$ cat src/rtl/aes_pkg.sv
// Shared definitions for the AES-128 key-schedule slice.
//   - FSM state encoding for aes_key_expand
//   - key, word and RCON widths, default round count
//   - RotWord helper
package aes_pkg;

  localparam int unsigned AES_KEY_W  = 128;
  localparam int unsigned AES_WORD_W = 32;
  localparam int unsigned RCON_W     = 8;
  localparam int unsigned NR_DEFAULT = 10;

  typedef enum logic [2:0] {
    ST_IDLE,
    ST_EMIT,
    ST_REQ,
    ST_WAIT,
    ST_CALC,
    ST_ERR
  } ks_state_t;

  // Cyclic left rotation by one byte: {a0,a1,a2,a3} -> {a1,a2,a3,a0}
  function automatic logic [AES_WORD_W-1:0] rot_word(input logic [AES_WORD_W-1:0] w);
    return {w[AES_WORD_W-9:0], w[AES_WORD_W-1:AES_WORD_W-8]};
  endfunction

endpackage

$ cat src/rtl/aes_sbox.sv
// FIPS-197 S-box, purely combinational.
//   a : input byte
//   s : substituted byte
// Computed as the GF(2^8) multiplicative inverse (a^254, with 0 -> 0)
// followed by the FIPS-197 affine transform, rather than a lookup table.
module aes_sbox (
  input  logic [7:0] a,
  output logic [7:0] s
);

  function automatic logic [7:0] gf_mul(input logic [7:0] x, input logic [7:0] y);
    logic [7:0] p;
    logic [7:0] xx;
    p  = '0;
    xx = x;
    for (int unsigned i = 0; i < 8; i++) begin
      if (y[i]) p = p ^ xx;
      xx = {xx[6:0], 1'b0} ^ (xx[7] ? 8'h1b : 8'h00);
    end
    return p;
  endfunction

  logic [7:0] sq;
  logic [7:0] inv;

  always_comb begin
    // a^254 = a^2 * a^4 * ... * a^128
    sq  = gf_mul(a, a);
    inv = sq;
    for (int unsigned i = 0; i < 6; i++) begin
      sq  = gf_mul(sq, sq);
      inv = gf_mul(inv, sq);
    end
    s = inv
      ^ {inv[6:0], inv[7]}
      ^ {inv[5:0], inv[7:6]}
      ^ {inv[4:0], inv[7:5]}
      ^ {inv[3:0], inv[7:4]}
      ^ 8'h63;
  end

endmodule

$ cat src/rtl/aes_key_expand.sv
// AES-128 key-schedule engine.
// Captures a 128-bit cipher key on start and emits round keys 0..NR one at a
// time over a valid/ready handshake. For each round after 0 it reads one RCON
// byte from an external constant memory (rd_en pulse, wait for done), then
// applies RotWord/SubWord/RCON and the word-chain XORs.
// Ports:
//   clk, rst          clock, asynchronous active-low reset
//   start, key_in     begin expansion of key_in (accepted in IDLE or ERR)
//   rk_out, rk_idx    current round key and its index
//   rk_valid/rk_ready round-key handshake
//   busy, done, err   status: running, finished pulse, sticky RCON timeout
//   rcon_rd_en/addr   RCON memory read request
//   rcon_data/done    RCON memory read response
module aes_key_expand
  import aes_pkg::*;
#(
  parameter int unsigned NR        = NR_DEFAULT,
  parameter logic [7:0]  RCON_BASE = 8'h00,
  parameter int unsigned TIMEOUT   = 16
) (
  input  logic                  clk,
  input  logic                  rst,
  input  logic                  start,
  input  logic [AES_KEY_W-1:0]  key_in,
  output logic [AES_KEY_W-1:0]  rk_out,
  output logic [3:0]            rk_idx,
  output logic                  rk_valid,
  input  logic                  rk_ready,
  output logic                  busy,
  output logic                  done,
  output logic                  err,
  output logic                  rcon_rd_en,
  output logic [7:0]            rcon_addr,
  input  logic [RCON_W-1:0]     rcon_data,
  input  logic                  rcon_done
);

  localparam logic [3:0] LAST_IDX = 4'(NR);
  localparam logic [7:0] TO_LAST  = 8'(TIMEOUT - 1);

  ks_state_t state_q, state_d;

  logic [AES_KEY_W-1:0]  key_q;
  logic [3:0]            idx_q;
  logic [7:0]            cnt_q;
  logic [7:0]            addr_q;
  logic [RCON_W-1:0]     rcon_q;
  logic                  busy_q, done_q, err_q;

  logic accept, finish, to_req, clr_cnt, tick, rcon_take, timeout, calc;

  // ---------------------------------------------------------------- FSM
  always_ff @(posedge clk or negedge rst) begin
    if (!rst) state_q <= ST_IDLE;
    else      state_q <= state_d;
  end

  always_comb begin
    state_d   = state_q;
    accept    = 1'b0;
    finish    = 1'b0;
    to_req    = 1'b0;
    clr_cnt   = 1'b0;
    tick      = 1'b0;
    rcon_take = 1'b0;
    timeout   = 1'b0;
    calc      = 1'b0;
    unique case (state_q)
      ST_IDLE, ST_ERR: begin
        if (start) begin
          accept  = 1'b1;
          state_d = ST_EMIT;
        end
      end
      ST_EMIT: begin
        if (rk_ready) begin
          if (idx_q == LAST_IDX) begin
            finish  = 1'b1;
            state_d = ST_IDLE;
          end else begin
            to_req  = 1'b1;
            state_d = ST_REQ;
          end
        end
      end
      ST_REQ: begin
        clr_cnt = 1'b1;
        state_d = ST_WAIT;
      end
      ST_WAIT: begin
        if (rcon_done) begin
          rcon_take = 1'b1;
          state_d   = ST_CALC;
        end else if (cnt_q == TO_LAST) begin
          timeout = 1'b1;
          state_d = ST_ERR;
        end else begin
          tick = 1'b1;
        end
      end
      ST_CALC: begin
        calc    = 1'b1;
        state_d = ST_EMIT;
      end
      default: state_d = ST_IDLE;
    endcase
  end

  // ---------------------------------------------------------- next key
  logic [AES_WORD_W-1:0] w0, w1, w2, w3, rot, sub, temp;
  logic [AES_WORD_W-1:0] n0, n1, n2, n3;

  assign w0  = key_q[127:96];
  assign w1  = key_q[95:64];
  assign w2  = key_q[63:32];
  assign w3  = key_q[31:0];
  assign rot = rot_word(w3);

  aes_sbox u_sbox0 (.a(rot[31:24]), .s(sub[31:24]));
  aes_sbox u_sbox1 (.a(rot[23:16]), .s(sub[23:16]));
  aes_sbox u_sbox2 (.a(rot[15:8]),  .s(sub[15:8]));
  aes_sbox u_sbox3 (.a(rot[7:0]),   .s(sub[7:0]));

  assign temp = sub ^ {rcon_q, 24'h0};
  assign n0   = w0 ^ temp;
  assign n1   = w1 ^ n0;
  assign n2   = w2 ^ n1;
  assign n3   = w3 ^ n2;

  // --------------------------------------------------------- datapath
  always_ff @(posedge clk or negedge rst) begin
    if (!rst) begin
      key_q  <= '0;
      idx_q  <= '0;
      cnt_q  <= '0;
      addr_q <= '0;
      rcon_q <= '0;
      busy_q <= 1'b0;
      done_q <= 1'b0;
      err_q  <= 1'b0;
    end else begin
      done_q <= finish;
      if (accept) begin
        key_q  <= key_in;
        idx_q  <= '0;
        err_q  <= 1'b0;
        busy_q <= 1'b1;
      end
      if (finish) busy_q <= 1'b0;
      // Address is registered so it is valid during REQ and holds through WAIT
      if (to_req) addr_q <= RCON_BASE + {4'b0, idx_q};
      if (clr_cnt) cnt_q <= '0;
      if (tick)    cnt_q <= cnt_q + 8'd1;
      if (timeout) begin
        err_q  <= 1'b1;
        busy_q <= 1'b0;
      end
      if (rcon_take) rcon_q <= rcon_data;
      if (calc) begin
        key_q <= {n0, n1, n2, n3};
        idx_q <= idx_q + 4'd1;
      end
    end
  end

  // ----------------------------------------------------------- outputs
  assign rk_valid   = (state_q == ST_EMIT);
  assign rk_out     = rk_valid ? key_q : '0;
  assign rk_idx     = rk_valid ? idx_q : '0;
  assign rcon_rd_en = (state_q == ST_REQ);
  assign rcon_addr  = addr_q;
  assign busy       = busy_q;
  assign done       = done_q;
  assign err        = err_q;

endmodule

$ cat config.mk
export PLATFORM = sky130hd
export DESIGN_NAME = aes_key_expand
export DESIGN_NICKNAME = d
export VERILOG_FILES = /design/src/rtl/aes_pkg.sv /design/src/rtl/aes_sbox.sv /design/src/rtl/aes_key_expand.sv
export SDC_FILE = /design/constraint.sdc
export NUM_CORES = 2
export LEC_CHECK = 0
export ABC_AREA = 0
export BUFFER_PORTS_ARGS = -buffer_cell sky130_fd_sc_hd__buf_2
export CORE_UTILIZATION = 30
export DETAILED_ROUTE_END_ITERATION = 10
export HOLD_SLACK_MARGIN = 0.03
export PLACE_DENSITY = 0.47
export SYNTH_ARGS = -nofsm -noshare
export SYNTH_HDL_FRONTEND = slang
export SYNTH_HIERARCHICAL = 1
export SYNTH_SLANG_ARGS = --single-unit
$ cat constraint.sdc
create_clock -name clk -period 20.8 [get_ports clk]
set_clock_uncertainty 0.2 [all_clocks]
set_input_delay 1.04 -clock clk [delete_from_list [all_inputs] [get_ports clk]]
set_output_delay 1.04 -clock clk [all_outputs]
set_load 0.005 [all_outputs]
==> results.sh <==
export IMPL_htreeDepth=4
export IMPL_grt_first_pass_wirelength_um=381000
export IMPL_cts_setup_buffers=0
export IMPL_synthToLayoutAreaGrowth_pct=8.33
export IMPL_ys_seq_elements=158
export IMPL_endpoint_kind="flip-flop"
export IMPL_wl_per_cell_um=21.0
export IMPL_via_per_inst=5.31
export IMPL_fp_dieW_um=486
export IMPL_path_common_cell="xnor3_1"
export IMPL_fin_crit_sh_pct=94.3
export IMPL_finalInstanceArea_sq_um=76200
export IMPL_drc=0
export IMPL_clock_path_buffers=2
export IMPL_ys_dominant_reg_cell="dfrtp_1"
export IMPL_hold_viol_final=0
export IMPL_avgSynthCellArea_sq_um=8.10
export IMPL_cpPeakStageDelay_ns=0.86
export IMPL_required_ns=21.03
export IMPL_min_path_type="flip-flop to flip-flop"
export IMPL_finalSetupViolCount=0
export IMPL_grt_total_usage_pct=20.3
export IMPL_tightest_slew_ns=1.26
export IMPL_ios=286
export IMPL_cp_arrival_ns=19.84
export IMPL_layout_nets=8875
export IMPL_clkTransAtPathRegs_ns=0.10
export IMPL_synthArstFlopShare_pct=100
export IMPL_final_util_pct=32.7
export IMPL_core_rowCount=177
export IMPL_drt_iter0_drc=4634
export IMPL_root_buffer="clkbuf_16"
export IMPL_path_depth=53
export IMPL_max_freq_mhz=51.0
export IMPL_clk_latency_ns=0.52
export IMPL_crit_buf_inv=4
export IMPL_fin_crit_ns=19.61
export IMPL_outcome="finished clean"
export IMPL_core_sq_um=233000
export IMPL_drv_cap=0
export IMPL_critPathTopFamily="XOR/XNOR gates"
export IMPL_cpMaxStageDelayCell="xnor3_1"
export IMPL_syn_area_sq_um=70400
export IMPL_hpwl_um=185000
export IMPL_cts_buffers_inserted=17
export IMPL_drt_first_pass_iters=6
export IMPL_die_y_um=486
export IMPL_ys_warnings_count=6
export IMPL_placed_area_sq_um=75500
export IMPL_rsz0062_at_grt="false"
export IMPL_netlist_instances=8691
export IMPL_dieArea_sq_um=237000
export IMPL_antenna_found_initial=18
export IMPL_cts_sinks=158
export IMPL_overflow=0
export IMPL_tns_ns=0
export IMPL_min_path_cells=1
export IMPL_drive_gt1_share_pct=15.0
export IMPL_port_buffers=281
export IMPL_drv_slew=0
export IMPL_synth_edf_count=0
export IMPL_worstSetupPathType="flip-flop to flip-flop"
export IMPL_wl_um=249000
export IMPL_grt_max_degree=86
export IMPL_start_util_pct=30.2
export IMPL_synth_seq_area_share_pct=5.62
export IMPL_ys_types=122
export IMPL_vias=62900
export IMPL_gp_congestion=0.873
export IMPL_cp_max_fo=27
export IMPL_first_global_vias=60900
export IMPL_relSlewSlack_pct=15.2
export IMPL_reg2reg_depth=53
export IMPL_cts_tree="built"
export IMPL_startpoint_type="flip-flop"
export IMPL_ant_nets=0
-- layout by cell type (no fill, tap or decap), drive strengths merged, types with 21 or more instances in the layout --
cell and count:
xnor2 1661, nor2 1168, nand2 848, buf 593
xnor3 432, xor2 432, o21ai 376, a21oi 319
mux2i 267, nor3 249, and2 193, nand3 191
dfrtp 158, o22ai 113, nand2b 105, a22oi 92
inv 87, a211oi 84, nor2b 81, a31oi 74
mux2 61, xor3 60, and3 59, nand4 57
nor4 57, a221o 56, o31ai 48, o211ai 48
or3 44, nor3b 44, o21a 40, a32oi 40
or2 35, ha 31, a211o 30, a21o 28
o32ai 26, or4 25, nand3b 21, a221oi 21
-- worst register-to-register path: cells and delay by family, from the launching register on --
| kind | cells | cell delay, ns |
|---|---|---|
| compound gates | 5 | 1.23 |
| fa+ha+maj | 3 | 1.65 |
| buf+inv | 4 | 1.41 |
| flops | 1 | 0.72 |
| xor+xnor | 30 | 12.15 |
| simple gates | 11 | 2.16 |
-- synth_stat cells (all sizes together) (40+ instances only) --
| cell type | instances | area, sq um |
|---|---|---|
| nor4 | 57 | 407 |
| a211oi | 84 | 631 |
| a221o | 56 | 561 |
| clkbuf | 302 | 1130 |
| nand2 | 848 | 3190 |
| or3 | 44 | 275 |
| o21a | 40 | 300 |
| xnor3 | 432 | 9780 |
| a21oi | 319 | 1660 |
| nand4 | 57 | 357 |
| a31oi | 74 | 488 |
| xnor2 | 1661 | 16700 |
| xor2 | 432 | 4440 |
| mux2 | 61 | 687 |
| o211ai | 48 | 380 |
| nand3 | 191 | 956 |
| nor3b | 44 | 335 |
| o22ai | 113 | 732 |
| nor2b | 81 | 517 |
| o31ai | 48 | 360 |
| nor3 | 249 | 1330 |
| a22oi | 92 | 731 |
| nand2b | 105 | 657 |
| and2 | 193 | 1220 |
| mux2i | 267 | 2770 |
| inv | 81 | 304 |
| xor3 | 60 | 1440 |
| buf | 302 | 1890 |
| dfrtp | 158 | 3950 |
| nor2 | 1168 | 4520 |
| a32oi | 40 | 350 |
| and3 | 59 | 389 |
| o21ai | 376 | 1940 |
-- routing by layer --
metal | track usage [%] | vias up | routed length [um]
li1 | - | 30300 | -
met3 | 1.20 | 234 | 9390
met5 | 0 | - | 78
met2 | 34.8 | 1589 | 121000
met4 | 8.61 | 14 | 10600
met1 | 26.4 | 30800 | 108000
-- path summary, 6_finish.rpt --
check                                     start                     to  slack (ns)
min                        cnt_q[7]$_DFFE_PN0P_   cnt_q[7]$_DFFE_PN0P_        0.30
max                        key_q[7]$_DFFE_PN0P_   key_q[8]$_DFFE_PN0P_        1.19
max in group asynchronous                   rst   idx_q[3]$_DFFE_PN0P_       18.79
min in group asynchronous                   rst  key_q[75]$_DFFE_PN0P_        0.32
max reg2reg                key_q[7]$_DFFE_PN0P_   key_q[8]$_DFFE_PN0P_        1.19
min reg2reg                cnt_q[7]$_DFFE_PN0P_   cnt_q[7]$_DFFE_PN0P_        0.30
-- cell families after synthesis --
group	Yosys count	share of synthesized area [%]
buffers and inverters	693	4.77
adder cells (fa/ha/maj)	35	0.608
other	1	0.00533
multiplexers	328	4.92
flip-flops	158	5.62
AO/OA/AOI/OAI	1675	16.7
XOR/XNOR	2585	46.0
AND/OR/NAND/NOR	3216	21.4
-- area by class of cell --
cell class,instances,area [sq um]
clock buffer,18,439
clock inverter,14,200
multi-input combinational,7843,63600
tap,3132,3920
timing repair buffer,594,3760
inverter,89,334
sequential,158,3960
fill,24700,157000
antenna,9,22.5
-- metrics by stage --
step / hold slack, ns / std cells / worst slack, ns
4_1_cts: 0.298 / 11800 / 0.769
3_5_place_dp: 0.285 / 11800 / 0.873
2_1_floorplan: 0.250 / 8694 / 5.15
3_3_place_gp: 0.266 / 11800 / 1.17
5_1_grt: 0.320 / 11900 / 0.0696
6_report: 0.297 / 11900 / 1.19
-- registers in the layout (all words and copies together) (netlist names) --
register and cells:
key_q 128, cnt_q 8, rcon_q 8, idx_q 4, rcon_addr 4, state_q 3, busy 1, done 1
err 1
-- repair_timing --
action                                 CTS  global route
resized for setup                        0             3
setup endpoints to repair                0            14
endpoints found under the hold margin    0             0
hold buffers                             0             0
Power is left out: the tool's default activity adds up to more than one toggle a clock period on the data nets, which glitch-free logic cannot reach.
